`src/rtl/prog_loader.sv`:
```
`timescale 1ns / 1ps
// Program-store writer: takes a byte stream over valid/ready and programs a parallel EEPROM
// from address 0, holding the CPU in reset until the image is complete.
module prog_loader #(
    parameter int unsigned ADDR_W    = 12,
    parameter int unsigned WE_CYCLES = 2,
    parameter int unsigned WC_CYCLES = 100
) (
    input  logic              clk,
    input  logic              rst,
    input  logic              start,
    input  logic [7:0]        in_data,
    input  logic              in_valid,
    input  logic              in_last,
    output logic              in_ready,
    output logic [ADDR_W-1:0] ee_addr,
    output logic [7:0]        ee_data,
    output logic              ee_data_oe,
    output logic              ee_ce_bar,
    output logic              ee_we_bar,
    output logic              ee_oe_bar,
    output logic              cpu_rst_bar,
    output logic              busy,
    output logic              done,
    output logic              truncated,
    output logic [ADDR_W:0]   byte_count,
    output logic [7:0]        checksum
);
    localparam int unsigned CntMax = (WC_CYCLES > WE_CYCLES) ? WC_CYCLES : WE_CYCLES;
    localparam int unsigned CntW   = $clog2(CntMax) + 1;
    localparam logic [CntW-1:0]   WeLast   = CntW'(WE_CYCLES - 1);
    localparam logic [CntW-1:0]   WcLast   = CntW'(WC_CYCLES - 1);
    localparam logic [CntW-1:0]   CntOne   = CntW'(1);
    localparam logic [ADDR_W-1:0] AddrMax  = '1;
    localparam logic [ADDR_W-1:0] AddrOne  = ADDR_W'(1);
    localparam logic [ADDR_W:0]   CountOne = (ADDR_W + 1)'(1);

    typedef enum logic [2:0] {
        StIdle, StAccept, StSetup, StPulse, StHold, StWait, StDone
    } state_e;

    state_e            state_q, state_d;
    logic [CntW-1:0]   cnt_q, cnt_d;
    logic [ADDR_W-1:0] addr_q, addr_d;
    logic [7:0]        data_q, data_d;
    logic              last_q, last_d;
    logic [ADDR_W:0]   count_q, count_d;
    logic [7:0]        cksum_q, cksum_d;
    logic              trunc_q, trunc_d;

    always_ff @(posedge clk or posedge rst) begin
        if (rst) begin
            state_q <= StIdle;
            cnt_q   <= '0;
            addr_q  <= '0;
            data_q  <= '0;
            last_q  <= 1'b0;
            count_q <= '0;
            cksum_q <= '0;
            trunc_q <= 1'b0;
        end else begin
            state_q <= state_d;
            cnt_q   <= cnt_d;
            addr_q  <= addr_d;
            data_q  <= data_d;
            last_q  <= last_d;
            count_q <= count_d;
            cksum_q <= cksum_d;
            trunc_q <= trunc_d;
        end
    end

    always_comb begin
        state_d     = state_q;
        cnt_d       = cnt_q;
        addr_d      = addr_q;
        data_d      = data_q;
        last_d      = last_q;
        count_d     = count_q;
        cksum_d     = cksum_q;
        trunc_d     = trunc_q;
        in_ready    = 1'b0;
        ee_data_oe  = 1'b0;
        ee_ce_bar   = 1'b1;
        ee_we_bar   = 1'b1;
        busy        = 1'b1;
        done        = 1'b0;
        cpu_rst_bar = 1'b0;

        case (state_q)
            StIdle, StDone: begin
                busy = 1'b0;
                if (state_q == StDone) begin
                    done        = 1'b1;
                    cpu_rst_bar = 1'b1;
                end
                if (start) begin
                    addr_d  = '0;
                    count_d = '0;
                    cksum_d = '0;
                    trunc_d = 1'b0;
                    state_d = StAccept;
                end
            end
            StAccept: begin
                in_ready = 1'b1;
                if (in_valid) begin
                    data_d  = in_data;
                    last_d  = in_last;
                    cksum_d = cksum_q + in_data;
                    state_d = StSetup;
                end
            end
            StSetup: begin
                ee_ce_bar  = 1'b0;
                ee_data_oe = 1'b1;
                cnt_d      = '0;
                state_d    = StPulse;
            end
            StPulse: begin
                ee_ce_bar  = 1'b0;
                ee_we_bar  = 1'b0;
                ee_data_oe = 1'b1;
                if (cnt_q == WeLast) state_d = StHold;
                else                 cnt_d   = cnt_q + CntOne;
            end
            StHold: begin
                // Data stays driven one cycle past the WE rising edge.
                ee_ce_bar  = 1'b0;
                ee_data_oe = 1'b1;
                cnt_d      = '0;
                count_d    = count_q + CountOne;
                state_d    = StWait;
            end
            StWait: begin
                if (cnt_q != WcLast) begin
                    cnt_d = cnt_q + CntOne;
                end else if (last_q) begin
                    state_d = StDone;
                end else if (addr_q == AddrMax) begin
                    trunc_d = 1'b1;
                    state_d = StDone;
                end else begin
                    addr_d  = addr_q + AddrOne;
                    state_d = StAccept;
                end
            end
            default: state_d = StIdle;
        endcase
    end

    assign ee_addr    = addr_q;
    assign ee_data    = data_q;
    assign ee_oe_bar  = 1'b1;
    assign truncated  = trunc_q;
    assign byte_count = count_q;
    assign checksum   = cksum_q;

endmodule
```
`config.mk`:
```
export PLATFORM = sky130hd
export DESIGN_NAME = prog_loader
export DESIGN_NICKNAME = d
export VERILOG_FILES = /design/src/rtl/prog_loader.sv
export SDC_FILE = /design/constraint.sdc
export NUM_CORES = 1
export LEC_CHECK = 0
export BUFFER_PORTS_ARGS = -buffer_cell sky130_fd_sc_hd__buf_2
export CAP_MARGIN = 15
export CORE_UTILIZATION = 45
export CTS_BUF_LIST = sky130_fd_sc_hd__clkbuf_8
export CTS_CLUSTER_DIAMETER = 80
export CTS_CLUSTER_SIZE = 10
export DETAILED_ROUTE_END_ITERATION = 8
export PLACE_DENSITY = 0.75
export RECOVER_POWER = 25
export SYNTH_ARGS = -nofsm -noshare
export SYNTH_HDL_FRONTEND = slang
export SYNTH_SLANG_ARGS = --single-unit
```
`constraint.sdc`:
```
create_clock -name clk -period 1.9 [get_ports clk]
set_clock_uncertainty 0.1 [all_clocks]
set_input_delay 0.57 -clock clk [delete_from_list [all_inputs] [get_ports clk]]
set_output_delay 0.57 -clock clk [all_outputs]
set_load 0.01 [all_outputs]
```
======== Yosys cells after proc, flatten, opt, wreduce, memory -nomap -nowiden ========
Cells that the tools add are included.
operators by class
  $add $sub $neg .......................... 4
  equality and inequality tests ........... 18
  multiplexer cells ....................... 32
  reduce and logical (&&, ||, !) cells .... 15
operators by type and width
  cell                                                  number
  2-to-1 mux 12 bit                                     4
  2-to-1 mux 8 bit                                      4
  case mux 13 bit (2 select lines)                      1
  case mux 12 bit (2 select lines)                      1
  case mux 8 bit (3 select lines)                       1
  2-to-1 mux 3 bit                                      6
  != test 2 bit (second input constant)                 9
  case mux 3 bit (6 select lines)                       1
  case mux 8 bit (2 select lines)                       1
  adder 13 x 1 -> 13 bit (second input constant)        1
  2-to-1 mux 13 bit                                     1
  adder 12 x 1 -> 12 bit (second input constant)        1
  equality test 12 bit (second input constant)          1
  2-to-1 mux 1 bit                                      11
  AND reduction 5 bit                                   2
  equality test 3 bit (second input constant)           3
  adder 8 x 1 -> 8 bit (second input constant)          1
  adder 8 bit                                           1
  equality test 8 x 1 -> 1 bit (second input constant)  1
  != test 8 x 7 -> 1 bit (second input constant)        1
  equality test 3 x 2 -> 1 bit (second input constant)  2
  AND reduction 3 bit                                   2
  nonzero test 2 bit                                    3
  AND reduction 2 bit                                   2
  7 further kinds                                       8
word-level totals
  register bits ........................... 54
  input port bits ......................... 13
  output and inout port bits .............. 50
  word-level logic and storage cells ...... 77

======== Depth between registers and ports, before layout ========
Gate-level depths: netlist of the first run.
  depth in word-level cells ............... 5
  gate-level depth with buffers ........... 8
  gate-level depth less buffers ........... 8

======== Worst setup path before layout of the first run ========
OpenSTA, ideal clock, no wires.
  path type ............................... in2reg
  start point ............................. input port in_data[0]
  end point ............................... register cksum_q[6], in the netlist checksum[6]
  library setup time ...................... 121 ps
  arrival ................................. 1991 ps
  data required time ...................... 1679 ps
  path slack .............................. -312 ps
  cell stages on the path ................. 8
  path buffers ............................ 0
  path through ............................ ha_1 > fa_1 > a21o_1 > a21oi_1 > o21bai_1 > a21oi_1 > xnor2_1 > a22o_1
on the way
  longest elaborated chain between the ends .. 3
RTL lines
  item                             RTL line  source
  start, declared                  12        input logic [7:0] in_data,
  adder 8 bit                      110       cksum_d = cksum_q + in_data;
  2-to-1 mux 8 bit                 107       if (in_valid) begin
  case mux 8 bit (2 select lines)  90        case (state_q)
  end signal, assigned             68        cksum_q <= cksum_d;
  end, declared                    48        logic [7:0] cksum_q, cksum_d;
No other way between the ends. The select of a mux whose other input is x is not followed.
A chain may end at the register's enable or synchronous reset.

======== Worst setup path after layout of the first run ========
  start point ............................. register state_q[2]
  end point ............................... output port busy
on the way
  longest elaborated chain between the ends .. 3
  elaborated cells on any way between the ends .. 4
  classes of those cells .................. eq/ne (1); mux (1); reduce/logical (2)
RTL lines
  item                                                      RTL line  source
  start, declared                                           42        state_e state_q, state_d;
  start signal, assigned                                    53        state_q <= StIdle;
  start signal, assigned                                    62        state_q <= state_d;
  equality test 3 bit or logical NOT 3 bit (tied branches)  90
  OR reduction 2 bit *                                      90
  2-to-1 mux 1 bit *                                        90
  end, declared                                             23        output logic busy,
Mark *: on every way between the ends. The rest lies on a longest branch, timed or not.

==> results of run 1 <==
[report_power, final]
part | internal [mW] | total, mW | switching (mW) | leakage [nW]
Combinational | 0.0354 | 0.0906 | 0.0552 | 1.40
Clock | 0.249 | 0.620 | 0.371 | 0.0414
Sequential | 1.15 | 1.15 | 0.00115 | 0.645
Total | 1.43 | 1.86 | 0.428 | 2.09
[critical path: stages (launching register included)]
cell                      delay, ns
sky130_fd_sc_hd__dfrtp_2       0.45
sky130_fd_sc_hd__and2b_2       0.24
sky130_fd_sc_hd__or3_4         0.37
sky130_fd_sc_hd__buf_6         0.13
[per-layer routing]
layer / vias up / global-route usage, % / part of all wire (%) / wire, um
met5: - / 0 / 0 / 0
met4: 0 / 6.63 / 1.5 / 113
met3: 10 / 3.36 / 3.4 / 261
met2: 56 / 39.4 / 53 / 4060
met1: 1358 / 25.3 / 42 / 3190
li1: 1348 / - / - / -
[cell usage after synthesis (all sizes together), types with 2 or more instances]
| cell type | instances |
|---|---|
| a21oi | 11 |
| clkbuf | 5 |
| nor2b | 5 |
| xor2 | 11 |
| mux2i | 5 |
| nor3 | 3 |
| nor2 | 30 |
| o21ai | 27 |
| a21o | 2 |
| nand3b | 2 |
| nor4 | 2 |
| inv | 9 |
| or3 | 3 |
| a31oi | 4 |
| nand3 | 22 |
| nand2 | 33 |
| buf | 8 |
| o31ai | 3 |
| dfrtp | 54 |
| and2 | 4 |
| nand4 | 9 |
| a22oi | 2 |
| a22o | 11 |
| xnor2 | 5 |
| nand2b | 6 |
| and3 | 4 |
| ha | 11 |
| a221oi | 2 |
| mux2 | 9 |
[layout make-up]
| type | count | area, um^2 | share of cell area, % |
|---|---|---|---|
| inverters | 9 | 35.0 | 0.836 |
| multi-input cells | 237 | 1800 | 43.0 |
| well taps | 77 | 96.3 | 2.30 |
| clock inverters | 2 | 11.3 | 0.269 |
| flip-flops and latches | 54 | 1350 | 32.3 |
| repair buffers | 124 | 823 | 19.6 |
| clock buffers | 5 | 68.8 | 1.64 |
[state kept, by name, indices dropped and copies added (netlist names)]
signal      flops
cnt_q           8
ee_addr        12
state_q         3
byte_count     13
ee_data         8
checksum        8
last_q          1
truncated       1
[timing repair]
item,in CTS,in global routing
setup buffers,6,13
hold buffers,0,0
pin swaps,8,23
cloned,0,0
resized for setup,19,42
endpoints found under the setup margin,18,41
[path summary, 6_finish.rpt]
| kind | to | from | cells after the start |
|---|---|---|---|
| min in group clk | byte_count[12] | byte_count[12] | 1 |
| min reg2reg | byte_count[12] | byte_count[12] | 1 |
| max reg2reg | ee_addr[6] | cnt_q[4] | 7 |
| min | ee_addr[8] | rst | 2 |
| max in group asynchronous | checksum[1] | rst | 3 |
| max | busy | state_q[2] | 3 |
[logic make-up (layout without fill, tap and decap cells)]
family,after synthesis,count (layout)
other cells,1,1
compound gates,67,67
mux,14,14
fa+ha+maj,12,12
buf+inv,22,140
simple gates,127,127
xor+xnor,16,16
flops,54,54
==> impl_results.md, run 1 <==
- Outcome: finished, violations left
- Violations in the final reports: negative setup slack
- Core region area: 0.00639 mm^2
- Parity-gate share of the synthesized area counting xor and xnor cells: about 4.7%
- Net count reported at finish: 456
- Area share of the largest cell type after synthesis: 45.0%
- Worst slack at placement: -0.405 ns
- Flop-to-flop setup slack: -0.11 ns
- Final hold violation count: 0
- Num rows: 29
- Drt drc: 0
- Worst path arrival time: around 1.5 ns
- Worst-case hold slack: 0.160 ns
- Number of global-route vias before repair: 2722
- Post-place instance area: 0.00375 mm^2
- Minimum clock period after layout: about 2.2 ns
- Number of search-and-repair iterations in the first detailed-routing pass: 5
- Startpoint types: flip-flop
- Mean area per synthesized cell: between 9 and 10 um^2
- Width of the die: roughly 84 um
- Worst Hold Class: in -> async
- Number of routed nets with antenna violations: 0
- Leading cell type in the layout, fill and taps excluded: sky130_fd_sc_hd__buf_2
- Number of buffers between clock root and the deepest sink: 2
- Multiplexer area fraction after synthesis: 5.04%
- Yosys warnings: 0
- Number of CTS-inserted buffers: 5
- Transition at the pin with the smallest max-transition slack: 0.617 ns
- Largest net degree at the start of global routing: between 40 and 50
- Post-synthesis adder-cell area fraction: between 5 and 6%
- Simple-gate share of the synthesized area: about 22%
- Design area: 0.00419 mm^2
- Half-perimeter wire length of the detailed placement result: 5.12 mm
- Count of antenna diodes in the layout: 0
- Number of instances in the synthesized netlist: about 310
- Setup_tns: -1.35 ns
- LEAKAGE: ~2.1 nW
- Fin. max-slew vios: 0
- Insertion delay of the later-clocked pin in the worst-skew pair: approximately 0.3 ns
- Clock root buffer: sky130_fd_sc_hd__clkbuf_8
- Height of the die: ~84 um
- Achievable frequency: 462 MHz
- Fraction of registers with async set or reset after synthesis: 100%
- Number of DRC markers in iteration 0: 81
- Final core utilization: about two thirds
- Number of vias per cell after detailed routing: roughly 5.5
- Clock transition at the registers of the reported paths: approximately 0.10 ns
- Most used cells in the layout excluding fill and tap cells: 60 x sky130_fd_sc_hd__buf_2, 54 x sky130_fd_sc_hd__buf_4, 52 x sky130_fd_sc_hd__dfrtp_1
- Max Cap Viol: 0
- TritonCTS clock tree: done
- Ratio of cells with drive above 1 in the final layout: between 40% and 50%
- TritonCTS sink count: 54
- Netlist cell types: 47
- Number of flops mapped to enable cells by yosys: 0
- Design Power: ~1.9 mW
- Area overhead of the layout relative to synthesis: 39.5%
- Worst slew margin relative to its limit: 58.8%
- Dominant combinational cell family by area after synthesis: simple AND/OR/NAND/NOR gates
- Synthesized flop and latch total: between 50 and 60
- Maximum fanout encountered on the critical timing path: 5
- Power density relative to cell area: 444 mW/mm^2
- Fill cell count: 510
- Final setup margin: -0.266 ns
- H-tree depth reported by CTS: 2
- Synthesized-area fraction occupied by ao, oa, aoi and oai cells: 14.8%
- Wirelength, routed: 7.63 mm
- Data required, critical path: roughly 1.2 ns
- Portion of the post-synthesis area used by sequential elements: between 40% and 50%
- Syn Nets: between 300 and 400
- Total global-route track usage: about a fifth
- Global-route wire length before repair: between 10 and 15 mm
- Overflow left after global routing: 0
- Top Ports: 63
- Number of standard cells in the layout, taps in and fillers out: roughly 510
- Number of antenna violations at the first check in global routing: 0
- Die area: roughly 0.007 mm^2
- # port buffers: 61
- Class of the most critical setup path: reg -> out
- Peak ir drop on the vdd network: between 0.3 and 0.4 mV
- Cell type with the largest total area after synthesis: sky130_fd_sc_hd__dfrtp_1
- GPL Wtd Cong: roughly 0.85
- Portion of the clock cycle consumed by the worst path in the final layout: 114%
- Unrepaired setup endpoints after global routing: true
- Worst Setup End Kind: output port
- Routed vias: 2772
- Count of endpoints failing setup in the final report: 14
- WL/cell: ~15 um
- Post-Synthesis Cell Area: roughly 0.0030 mm^2
- Starting density of the core: 47.0%
- Commonest register cell after synthesis: sky130_fd_sc_hd__dfrtp_1
- Placed insts: between 400 and 500
- Area contributors post-synth: sky130_fd_sc_hd__dfrtp_1 45%, sky130_fd_sc_hd__ha_1 4.6%, sky130_fd_sc_hd__o21ai_0 4.5%, sky130_fd_sc_hd__nand2_1 4.1%, sky130_fd_sc_hd__nand3_1 3.5%
(Power assumes the default switching activity.)
==> run 2: changes to the inputs <==
CTS_BUF_LIST = sky130_fd_sc_hd__clkbuf_2 sky130_fd_sc_hd__clkbuf_4 sky130_fd_sc_hd__clkbuf_8   (was sky130_fd_sc_hd__clkbuf_8)
SETUP_SLACK_MARGIN = 0.3   (was not set)
==> impl_results.md, run 2 (synthesis gave the netlist of run 1 again) <==
- LEAKAGE: around 2.5 nW
- Worst Hold Class: in -> reg
- Routed wire length on met3: approximately 600 um
- Total global-route track usage: about a quarter
- Kind of cell adding the most delay to the critical path: simple AND/OR/NAND/NOR gates
- Slowest CP cell: sky130_fd_sc_hd__dfrtp_2
- Net switching power: 0.440 mW
- Switching share of total power: approximately 23%
- # port buffers: 61
- Source of the worst register-to-register timing path: state_q[1]
- Violations in the final reports: negative setup slack
- Final setup margin: -0.287 ns
- Transition at the pin with the smallest max-transition slack: between 1 and 1.5 ns
- Worst-path cell chain: and2b_2 > or3_4 > buf_6
- Maximum fanout encountered on the critical timing path: 6
- Worst Setup End Kind: output port
- Worst slew margin relative to its limit: 11.4%
- Startpoint types: flip-flop
- Max Cap Viol: 0
- H-tree depth reported by CTS: 2
- Num rows: 29
- Area overhead of the layout relative to synthesis: 66.0%
- Number of hold-repair buffers added at the cts stage: 0
- R2R Path End: ee_addr[8]
- Maximum single-stage delay on the critical path: 0.44 ns
- Worst slack at placement: -0.343 ns
- Minimum clock period after layout: around 2.2 ns
- Worst path arrival time: between 1.5 and 2 ns
- Setup_tns: -3.94 ns
- Insertion delay of the later-clocked pin in the worst-skew pair: 0.31 ns
- Number of buffers between clock root and the deepest sink: 2
- Clock root buffer: sky130_fd_sc_hd__clkbuf_8
- Top routing layer in use: met4
- Worst Setup SP: state_q[1]
- Design internal power: around 1.5 mW
- TritonCTS clock tree: done
- Cell count along the critical path: 3
- Die area: 0.00700 mm^2
- Core region area: ~0.0064 mm^2
- Achievable frequency: 457 MHz
- Overflow left after global routing: 0
- Class of the most critical setup path: reg -> out
- Number of routed nets with antenna violations: 0
- Design Power: slightly below 2 mW
- Drt drc: 0
- Path depth of the worst reg2reg path: 8
- Fin. max-slew vios: 0
- Cell depth of the worst hold path: 2
- Most used cells in the layout excluding fill and tap cells: 74 x sky130_fd_sc_hd__buf_4, 53 x sky130_fd_sc_hd__buf_6, 45 x sky130_fd_sc_hd__dfrtp_1
- Clock transition at the registers of the reported paths: roughly 0.09 ns
- Number of global-route vias before repair: around 3000
- GPL Wtd Cong: 0.842
- Combinational group share of total power: 5.4%
- Global-route wire length before repair: ~14 mm
- Peak ir drop on the vdd network: about 0.36 mV
- Final hold violation count: 0
- Wire length on met2: between 5 and 6 mm
- Portion of the clock cycle consumed by the worst path in the final layout: 115%
- Width of the die: 83.7 um
- Fill cell count: roughly 360
- Routed vias: 3239
- Top Ports: 63
- Number of CTS-inserted buffers: 5
- Height of the die: 83.7 um
- Number of buffer and inverter stages on the critical path: 1
- Clock share of power: about a third
- Ratio of cells with drive above 1 in the final layout: 56.7%
- Number of vias per cell after detailed routing: between 5 and 6
- Number of DRC markers in iteration 0: about 220
- Starting density of the core: 47.0%
- Number of antenna violations at the first check in global routing: 0
- Net count reported at finish: between 500 and 600
- Wirelength, routed: 10.5 mm
- Half-perimeter wire length of the detailed placement result: roughly 5.2 mm
- Leading cell type in the layout, fill and taps excluded: sky130_fd_sc_hd__buf_4
- Sequential power share: 59.3%
- TritonCTS sink count: between 50 and 60
- Timing endpoint of the critical path: busy
- Flop-to-flop setup slack: -0.28 ns
- Count of antenna diodes in the layout: 0
- Max FFs per register: 13
- Unrepaired setup endpoints after global routing: true
- Largest net degree at the start of global routing: 55
- Count of endpoints failing setup in the final report: 29
- Outcome: finished, violations left
- Number of search-and-repair iterations in the first detailed-routing pass: 7
- Data required, critical path: around 1.2 ns
- WL/cell: 18.8 um
- Wire length on met1: 4.15 mm
- Power density relative to cell area: 390 mW/mm^2
run 2: cell types whose count changed in the layout (fill, tap and decap cells not counted), moves of 5 or more:
cell                      previous run  this run
sky130_fd_sc_hd__o21ai_1             4        17
sky130_fd_sc_hd__buf_6               8        53
sky130_fd_sc_hd__dfrtp_1            52        45
sky130_fd_sc_hd__buf_4              54        74
sky130_fd_sc_hd__nand2_2             3         8
sky130_fd_sc_hd__o21ai_0            19         4
sky130_fd_sc_hd__nand2_1            29        23
sky130_fd_sc_hd__dfrtp_2             2         9
sky130_fd_sc_hd__buf_2              60        43
run 2: worst min-delay path by stage:
stage / start / to / slack [ns]
floorplan: cnt_q[0] / cnt_q[0] / 0.40
global placement: byte_count[12] / byte_count[12] / 0.36
detailed placement: byte_count[12] / byte_count[12] / 0.38
CTS: rst / byte_count[2] / 0.23
global route: in_last / last_q / 0.39
finish: in_last / last_q / 0.40
run 2: per-layer routing:
metal	global-route usage [%]	up-vias
li1	-	1447
met1	30.6	1574
met2	44.9	170
met3	3.96	48
met4	11.7	0
met5	0	-
run 2: worst reg2reg max path: stages (launching register included):
cell and delay [ns]:
sky130_fd_sc_hd__dfrtp_2 0.44, sky130_fd_sc_hd__and2b_2 0.27, sky130_fd_sc_hd__buf_4 0.14, sky130_fd_sc_hd__buf_6 0.12
sky130_fd_sc_hd__nand3b_4 0.19, sky130_fd_sc_hd__a2111oi_4 0.42, sky130_fd_sc_hd__nand3_2 0.17, sky130_fd_sc_hd__xor2_2 0.19
sky130_fd_sc_hd__nor2_2 0.05
run 2: stage by stage:
step / hold WS (ns) / cell area [um^2] / utilization [%] / cells
final: 0.396 / 4980 / 78.1 / 560
after global placement: 0.357 / 3940 / 61.8 / 492
after floorplan: 0.396 / 3240 / - / 313
after detailed placement: 0.377 / 3940 / 61.8 / 492
after CTS: 0.233 / 4660 / 72.9 / 535
after global routing: 0.392 / 4980 / 78.1 / 560
run 2: power by group through the flow:
stage | logic (mW) | clock network [mW] | registers (mW)
floorplan | 0.0448 | 0 | 1.18
global placement | 0.0922 | 0 | 1.17
detailed placement | 0.0961 | 0 | 1.17
CTS | 0.104 | 0.691 | 1.15
global route | 0.116 | 0.742 | 1.15
finish | 0.104 | 0.687 | 1.15
run 2: area by class of cell:
cell class	count	area (um^2)	area share, %
sequential	54	1360	27.3
clock buffer	7	90.1	1.81
tap	77	96.3	1.93
multi-input combinational	237	1950	39.1
inverter	9	40.0	0.803
clock inverter	1	5.00	0.100
timing repair buffer	175	1440	29.0
run 2: what timing repair did:
| item | in CTS | in global routing |
|---|---|---|
| hold endpoints to repair | 0 | 0 |
| endpoints found under the setup margin | 69 | 81 |
| pin swaps | 35 | 27 |
| setup buffers | 34 | 25 |
| gates cloned | 1 | 0 |
| resized for setup | 84 | 43 |
